**src/rtl/rr_arbiter4_pkg.sv**
```systemverilog
// ---------------------------------------------------------------------------
// rr_arbiter4_pkg
// Shared definitions for the four-requester round-robin arbiter:
//   N_REQ   - number of requesters
//   IDX_W   - width of a requester index
//   state_t - arbiter grant state (IDLE / GRANT)
// ---------------------------------------------------------------------------
package rr_arbiter4_pkg;

  localparam int N_REQ = 4;
  localparam int IDX_W = 2;

  typedef enum logic {
    IDLE  = 1'b0,
    GRANT = 1'b1
  } state_t;

endpackage : rr_arbiter4_pkg

```
**src/rtl/rr_arbiter4_enc2to4.sv**
```systemverilog
// ---------------------------------------------------------------------------
// rr_arbiter4_enc2to4
// The Encoder2to4 binary-to-one-hot decoder: converts a 2-bit index into a
// 4-bit one-hot vector. Purely combinational.
// Ports:
//   i_idx    [IDX_W-1:0]  binary index
//   o_onehot [N_REQ-1:0]  one-hot decode of i_idx
// ---------------------------------------------------------------------------
module rr_arbiter4_enc2to4
  import rr_arbiter4_pkg::*;
(
  input  logic [IDX_W-1:0] i_idx,
  output logic [N_REQ-1:0] o_onehot
);

  genvar gi;
  generate
    for (gi = 0; gi < N_REQ; gi++) begin : g_dec
      assign o_onehot[gi] = (i_idx == IDX_W'(gi));
    end
  endgenerate

endmodule : rr_arbiter4_enc2to4

```
**src/rtl/rr_arbiter4.sv**
```systemverilog
// ---------------------------------------------------------------------------
// rr_arbiter4
// Four-requester round-robin arbiter for a single shared resource. A rotating
// priority pointer selects the winner in IDLE; the winner keeps the grant
// until it drops its request (no preemption). All outputs are registered.
//
// Optional feature (macro RR_ARBITER4_TIMEOUT_EN): an 8-bit hold counter
// revokes a grant after MAX_HOLD cycles and pulses timeout for one cycle.
// Without the macro, timeout is tied low and grants last indefinitely.
//
// Parameters:
//   MAX_HOLD  maximum grant length in cycles (2..255), timeout build only
// Ports:
//   clk      rising-edge clock
//   rst_n    synchronous active-low reset
//   req      [3:0] request lines, held high for the whole transaction
//   gnt      [3:0] one-hot grant, all-zero when idle
//   gnt_id   [1:0] index of the current or most recent owner
//   busy     high while a grant is active
//   timeout  one-cycle pulse when a grant is forcibly revoked
// ---------------------------------------------------------------------------
module rr_arbiter4
  import rr_arbiter4_pkg::*;
#(
  parameter int MAX_HOLD = 16
) (
  input  logic             clk,
  input  logic             rst_n,
  input  logic [N_REQ-1:0] req,
  output logic [N_REQ-1:0] gnt,
  output logic [IDX_W-1:0] gnt_id,
  output logic             busy,
  output logic             timeout
);

  // Hold-counter value seen at the last permitted grant cycle.
  localparam logic [7:0] HOLD_LAST = 8'(MAX_HOLD - 1);

  state_t           r_state;
  state_t           w_state_next;
  logic [IDX_W-1:0] r_ptr;
  logic [IDX_W-1:0] w_ptr_next;
  logic [IDX_W-1:0] r_gnt_id;
  logic [IDX_W-1:0] w_gnt_id_next;
  logic [N_REQ-1:0] w_dec;

  // First set request in the order ptr, ptr+1, ptr+2, ptr+3 (mod 4).
  // Scanning from the farthest offset down lets the nearest hit win last.
  function automatic logic [IDX_W-1:0] f_pick(input logic [N_REQ-1:0] rq,
                                              input logic [IDX_W-1:0] ptr);
    logic [IDX_W-1:0] idx;
    f_pick = ptr;
    for (int k = N_REQ - 1; k >= 0; k--) begin
      idx = ptr + IDX_W'(k);
      if (rq[idx]) f_pick = idx;
    end
  endfunction

`ifdef RR_ARBITER4_TIMEOUT_EN
  logic [7:0] r_hold;
  logic [7:0] w_hold_next;
  logic       r_timeout;
  logic       w_timeout_next;
`else
  logic       w_unused_cfg;
  assign w_unused_cfg = ^HOLD_LAST;
`endif

  always_comb begin
    w_state_next  = r_state;
    w_ptr_next    = r_ptr;
    w_gnt_id_next = r_gnt_id;
`ifdef RR_ARBITER4_TIMEOUT_EN
    w_timeout_next = 1'b0;
`endif
    case (r_state)
      IDLE: begin
        if (|req) begin
          w_gnt_id_next = f_pick(req, r_ptr);
          w_state_next  = GRANT;
        end
      end
      GRANT: begin
        if (!req[r_gnt_id]) begin
          // Voluntary release: the old owner drops to lowest priority.
          w_ptr_next   = r_gnt_id + IDX_W'(1);
          w_state_next = IDLE;
        end
`ifdef RR_ARBITER4_TIMEOUT_EN
        else if (r_hold == HOLD_LAST) begin
          w_ptr_next     = r_gnt_id + IDX_W'(1);
          w_state_next   = IDLE;
          w_timeout_next = 1'b1;
        end
`endif
      end
      default: w_state_next = IDLE;
    endcase
`ifdef RR_ARBITER4_TIMEOUT_EN
    // Counts completed GRANT cycles; zero whenever a new grant starts.
    w_hold_next = (r_state == GRANT && w_state_next == GRANT) ? r_hold + 8'd1 : 8'd0;
`endif
  end

  always_ff @(posedge clk) begin
    if (!rst_n) begin
      r_state  <= IDLE;
      r_ptr    <= '0;
      r_gnt_id <= '0;
    end else begin
      r_state  <= w_state_next;
      r_ptr    <= w_ptr_next;
      r_gnt_id <= w_gnt_id_next;
    end
  end

`ifdef RR_ARBITER4_TIMEOUT_EN
  always_ff @(posedge clk) begin
    if (!rst_n) begin
      r_hold    <= 8'd0;
      r_timeout <= 1'b0;
    end else begin
      r_hold    <= w_hold_next;
      r_timeout <= w_timeout_next;
    end
  end
  assign timeout = r_timeout;
`else
  assign timeout = 1'b0;
`endif

  rr_arbiter4_enc2to4 u_dec (
    .i_idx    (r_gnt_id),
    .o_onehot (w_dec)
  );

  // gnt_id persists through IDLE, so the decode is masked by busy.
  assign busy   = (r_state == GRANT);
  assign gnt    = w_dec & {N_REQ{busy}};
  assign gnt_id = r_gnt_id;

endmodule : rr_arbiter4
```
**config.mk**
```make
export PLATFORM = sky130hd
export DESIGN_NAME = rr_arbiter4
export DESIGN_NICKNAME = d
export VERILOG_FILES = /design/src/rtl/rr_arbiter4_pkg.sv /design/src/rtl/rr_arbiter4_enc2to4.sv /design/src/rtl/rr_arbiter4.sv
export SDC_FILE = /design/constraint.sdc
export NUM_CORES = 1
export LEC_CHECK = 0
export BUFFER_PORTS_ARGS = -buffer_cell sky130_fd_sc_hd__buf_2
export CAP_MARGIN = 20
export CORE_AREA = 2 2 39 41
export DETAILED_ROUTE_END_ITERATION = 12
export DIE_AREA = 0 0 41 43
export SETUP_SLACK_MARGIN = 0.4
export SLEW_MARGIN = 0
export SYNTH_ARGS = -nofsm -noshare
export SYNTH_HDL_FRONTEND = slang
export SYNTH_SLANG_ARGS = --single-unit
```
**constraint.sdc**
```tcl
create_clock -name clk -period 2.8 [get_ports clk]
set_input_delay 0.42 -clock clk [delete_from_list [all_inputs] [get_ports clk]]
set_output_delay 0.42 -clock clk [all_outputs]
set_load 0.005 [all_outputs]
```
-- After elaboration in Yosys (flattened, before gate mapping)
Index checks and enable logic that the tools add are counted.
- register bits after elaboration: 5
- bits of input ports: 6
- output and inout bits: 8
- logic and storage cells: 39
- add/subtract/negate cells: 4
- magnitude comparators: 5
- equality and inequality tests: 3
- muxes and demuxes: 17
- bitwise gates (word level): 3
- reduce and logical (&&, ||, !) cells: 4
- operators by type and width (operator ; count):
    < comparator 2 x 3 -> 1 bit (second input constant) ; 5
    binary-select mux 1 bit (select 2 bit) ; 5
    2-to-1 mux 2 bit ; 4
    2-to-1 mux 1 bit ; 7
    adder 2 x 1 -> 2 bit (second input constant) ; 2
    adder 2 bit (second input constant) ; 2
    bitwise AND 4 bit ; 1
    == test 2 bit (second input constant) ; 2
    AND reduction 2 bit ; 2
    OR reduction 4 bit ; 1
    == test 2 x 1 -> 1 bit (second input constant) ; 1
    zero test 2 bit ; 1
    NOT 1 bit ; 2
    one-hot mux 1 bit (2 select lines) ; 1

-- Longest topological paths before layout
- depth in word-level cells: 7
- gate-level depth with buffers: 4

-- Modules after synthesis
A second synthesis with hierarchy kept.
- cell total of the unflattened synthesis: 49
- area total of the unflattened synthesis: 370.4 sq um
- modules (own cells, without submodules) (module ; instances ; cells an instance ; area an instance (sq um) ; seq. area each (sq um)):
    rr_arbiter4 ; 1 ; 45 ; 344.1 ; 100.1
    rr_arbiter4_enc2to4 ; 1 ; 4 ; 26.3 ; 0.0

-- Least setup slack after synthesis
OpenSTA, ideal clock, no wires.
- kind: register to output
- from: register r_gnt_id[0] (netlist: gnt_id[0])
- to: output port gnt[2]
- arrival time: 0.881 ns
- data required time: 2.380 ns
- slack: 1.499 ns
- cell stages (with the launch flop): 4
- buffers on the path: 0
- path through: dfxtp_1 -> inv_1 -> ha_1 -> and2_1
- longest elaborated chain between the ends: 2
- RTL lines (item ; RTL line ; source):
    start: declaration ; rr_arbiter4.sv:43 ; logic [IDX_W-1:0] r_gnt_id;
    start signal: assignment ; rr_arbiter4.sv:113 ; r_gnt_id <= w_gnt_id_next;
    == test 2 bit ; rr_arbiter4_enc2to4.sv:19 ; assign o_onehot[gi] = (i_idx == IDX_W'(gi));
    bitwise AND 4 bit ; rr_arbiter4.sv:139 ; assign gnt = w_dec & {N_REQ{busy}};
    end: declaration ; rr_arbiter4.sv:30 ; output logic [N_REQ-1:0] gnt,
No other way between the ends.

-- Worst setup path in the final report
Ends and elaborated chain as after synthesis.

==> impl_metrics.yaml <==
run_status:
  status: "complete, no violations"
clocking:
  post-cts-setup-buffer-count: 0
  cts.reportedPaths.clkPinSlew_ps: 50
  clkSinkCount: 5
  ctsHoldBuffers: 0
  cts_buffers: 3
  clock_latency_ps: 260
  root_buffer: "clkbuf_4"
  htreeDepth: 1
  cts_tree: "done"
  clock_path_buffers: 2
  cts_resized: 0
die:
  num_io_pins: 14
  die_area_mm2: 0.00176
  start_util: 0.305
  die_width_um: 41
  core_area_mm2: 0.00138
  die_y_um: 43
  placementRows: 14
routing:
  remaining_drc_errors: 0
  routed_wl_um: 880
  ant_nets: 0
  vias: 410
  drt_iter0_drc: 18
  dr.pass1.iters: 4
  via_per_inst: 5.00
  wl_per_cell_um: 10.7
worst_setup_path:
  start_kind: "flip-flop"
  path_cells: "inv_1 -> ha_1 -> and2_1 -> buf_2"
  slowest_delay_ps: 450
  r2r_end: "r_ptr[0]"
  worst-path-max-fanout: 7
  cp.arrival_ps: 1310
  critPathSlowestCell: "dfxtp_1"
  critPathTopFamily: "flip-flops"
  crit_required_ps: 2380
  rr_startpoint: "gnt_id[0]"
  crit_path_end_kind: "primary output"
  criticalPathCategory: "flip-flop to primary output"
  crit_buf_inv: 2
  reg2reg_depth: 4
  r2r_slack_ps: 1530
power:
  p_leak_nw: 0.230
  ir_drop_uv: 165
  p_per_area_mw_per_mm2: 452
grt:
  grt-ovfl-total: 0
  grt_pass1_wl_um: 1370
  first_global_vias: 330
  antenna_found_initial: 0
  grtUsageTotal: 0.120
  grt_max_degree: 12
logic_synthesis:
  yosys.area.top_type: "dfxtp_1"
  synth.distinct_cells: 23
  synth_seq_cells: 5
  avgSynthCellArea_um2: 8.27
  syn_area_um2: 422
  yosys-top-cells-area: "dfxtp_1 (24%), ha_1 (12%), nand2b_1 (7.4%)"
  synthCells: 51
  ys_seq_area_frac: 0.237
  yosys_warnings: 0
  synth_fp_nets: 61
  synth_top_area_frac: 0.237
sta:
  skew_ps: 0.322
  drv_slew: 0
  fin_crit_sh: 0.617
  clock.fmax_mhz: 579
  fin_setup_tns_ps: 0
  rsz0062_at_grt: "no"
  hold_violations: 0
  setup_viol: 0
  finalWorstSetupSlack_ps: 1070
  min_period_ps: 1730
finish:
  drive_gt1_frac: 0.303
  syn2layout_area_growth_pct: 23.4
  n_antenna_cell: 0
  nets: 77
placement:
  dp_hpwl_um: 625
  portBuffers: 12
  gp_congestion: 0.828
  dp_slack_ps: 1320
hold_path:
  hold_end: "busy"
  hold_class: "primary input to flip-flop"
  hp-start: "rst_n"
  holdPathStages: 3
run:
  maxCapViolCount: 0
flip-flops by register name, summed over array words and instances (netlist names):
name    flops
gnt_id      2
r_ptr       2
busy        1
through the flow:
step,cells,hold slack (ps),power (mW),instance area (µm²),utilization
3_5_place_dp,78,473,0.145,494,0.357
2_1_floorplan,51,442,0.124,422,-
6_report,82,477,0.235,520,0.376
5_1_grt,82,489,0.247,520,0.376
4_1_cts,82,475,0.236,520,0.376
3_3_place_gp,78,474,0.144,494,0.357
synth_stat cells:
cell	number
conb_1	1
nor2b_1	2
inv_1	4
nor4_2	1
o41ai_2	1
o211ai_1	2
o22ai_4	1
o21ai_1	3
and2_1	4
nand3_1	2
buf_4	1
mux2_4	1
dfxtp_1	5
nand2b_1	5
a211oi_1	1
ha_1	4
a21oi_1	1
nor2_1	4
nor3_1	1
mux2_2	1
nand2_1	4
a31oi_1	1
o31ai_1	1
worst register-to-register path, delay by kind of cell, from the launching register on:
kind | cells | cell delay (ps)
AND/OR/NAND/NOR | 1 | 110
AO/OA/AOI/OAI | 2 | 250
multiplexers | 1 | 390
flip-flops | 1 | 450
cells by family (layout without fill, tap and decap cells):
logic type,after synthesis,in the layout,share of synthesized area
compound gates,11,11,0.220
fa+ha+maj,4,4,0.119
buf+inv,5,20,0.0534
flops,5,5,0.237
mux,2,2,0.0623
other cells,1,1,0.00889
simple gates,23,23,0.300
layout by cell type, fill, tap and decap left out:
master	count
a31oi_1	1
o31ai_1	1
nand2b_1	5
nand3_1	2
nor3_1	1
ha_1	4
o41ai_2	1
mux2_4	1
o22ai_4	1
o211ai_1	2
nand2_1	4
dfxtp_1	5
clkbuf_4	3
a21oi_1	1
conb_1	1
nor4_2	1
mux2_2	1
nor2_1	4
and2_1	4
o21ai_1	3
a211oi_1	1
inv_1	4
nor2b_1	2
buf_2	12
clkbuf_1	1
where the power goes:
part,leakage [nW],internal [mW],total [mW],switching [mW]
Clock,0.0150,0.0544,0.0914,0.0370
Sequential,0.0411,0.0778,0.0881,0.0104
Combinational,0.173,0.0268,0.0556,0.0288
layer usage:
layer  vias up  wire (µm)  global-route usage
met5         -          0                   0
met4         0         38               0.100
met3         6         59              0.0314
met2        19        400               0.175
met1       181        381               0.138
li1        204          -                   -
layout make-up:
class / instances / area (µm²)
clock buffers: 4 / 26.3
fillers: 141 / 863
inverters: 4 / 15.0
multi-input cells: 41 / 299
flip-flops and latches: 5 / 100
well taps: 16 / 20.0
repair buffers: 12 / 60.1
worst max-delay path by stage:
stage | from | to | slack, ps | cells past startpoint
global route | gnt_id[0] | gnt[2] | 1000 | 4
finish | gnt_id[0] | gnt[2] | 1070 | 4
CTS | gnt_id[0] | gnt[2] | 1050 | 4
global placement | gnt_id[0] | gnt[2] | 1380 | 4
floorplan | gnt_id[0] | gnt[2] | 1500 | 3
detailed placement | gnt_id[0] | gnt[2] | 1320 | 4
Power figures use the tool's default switching activity.
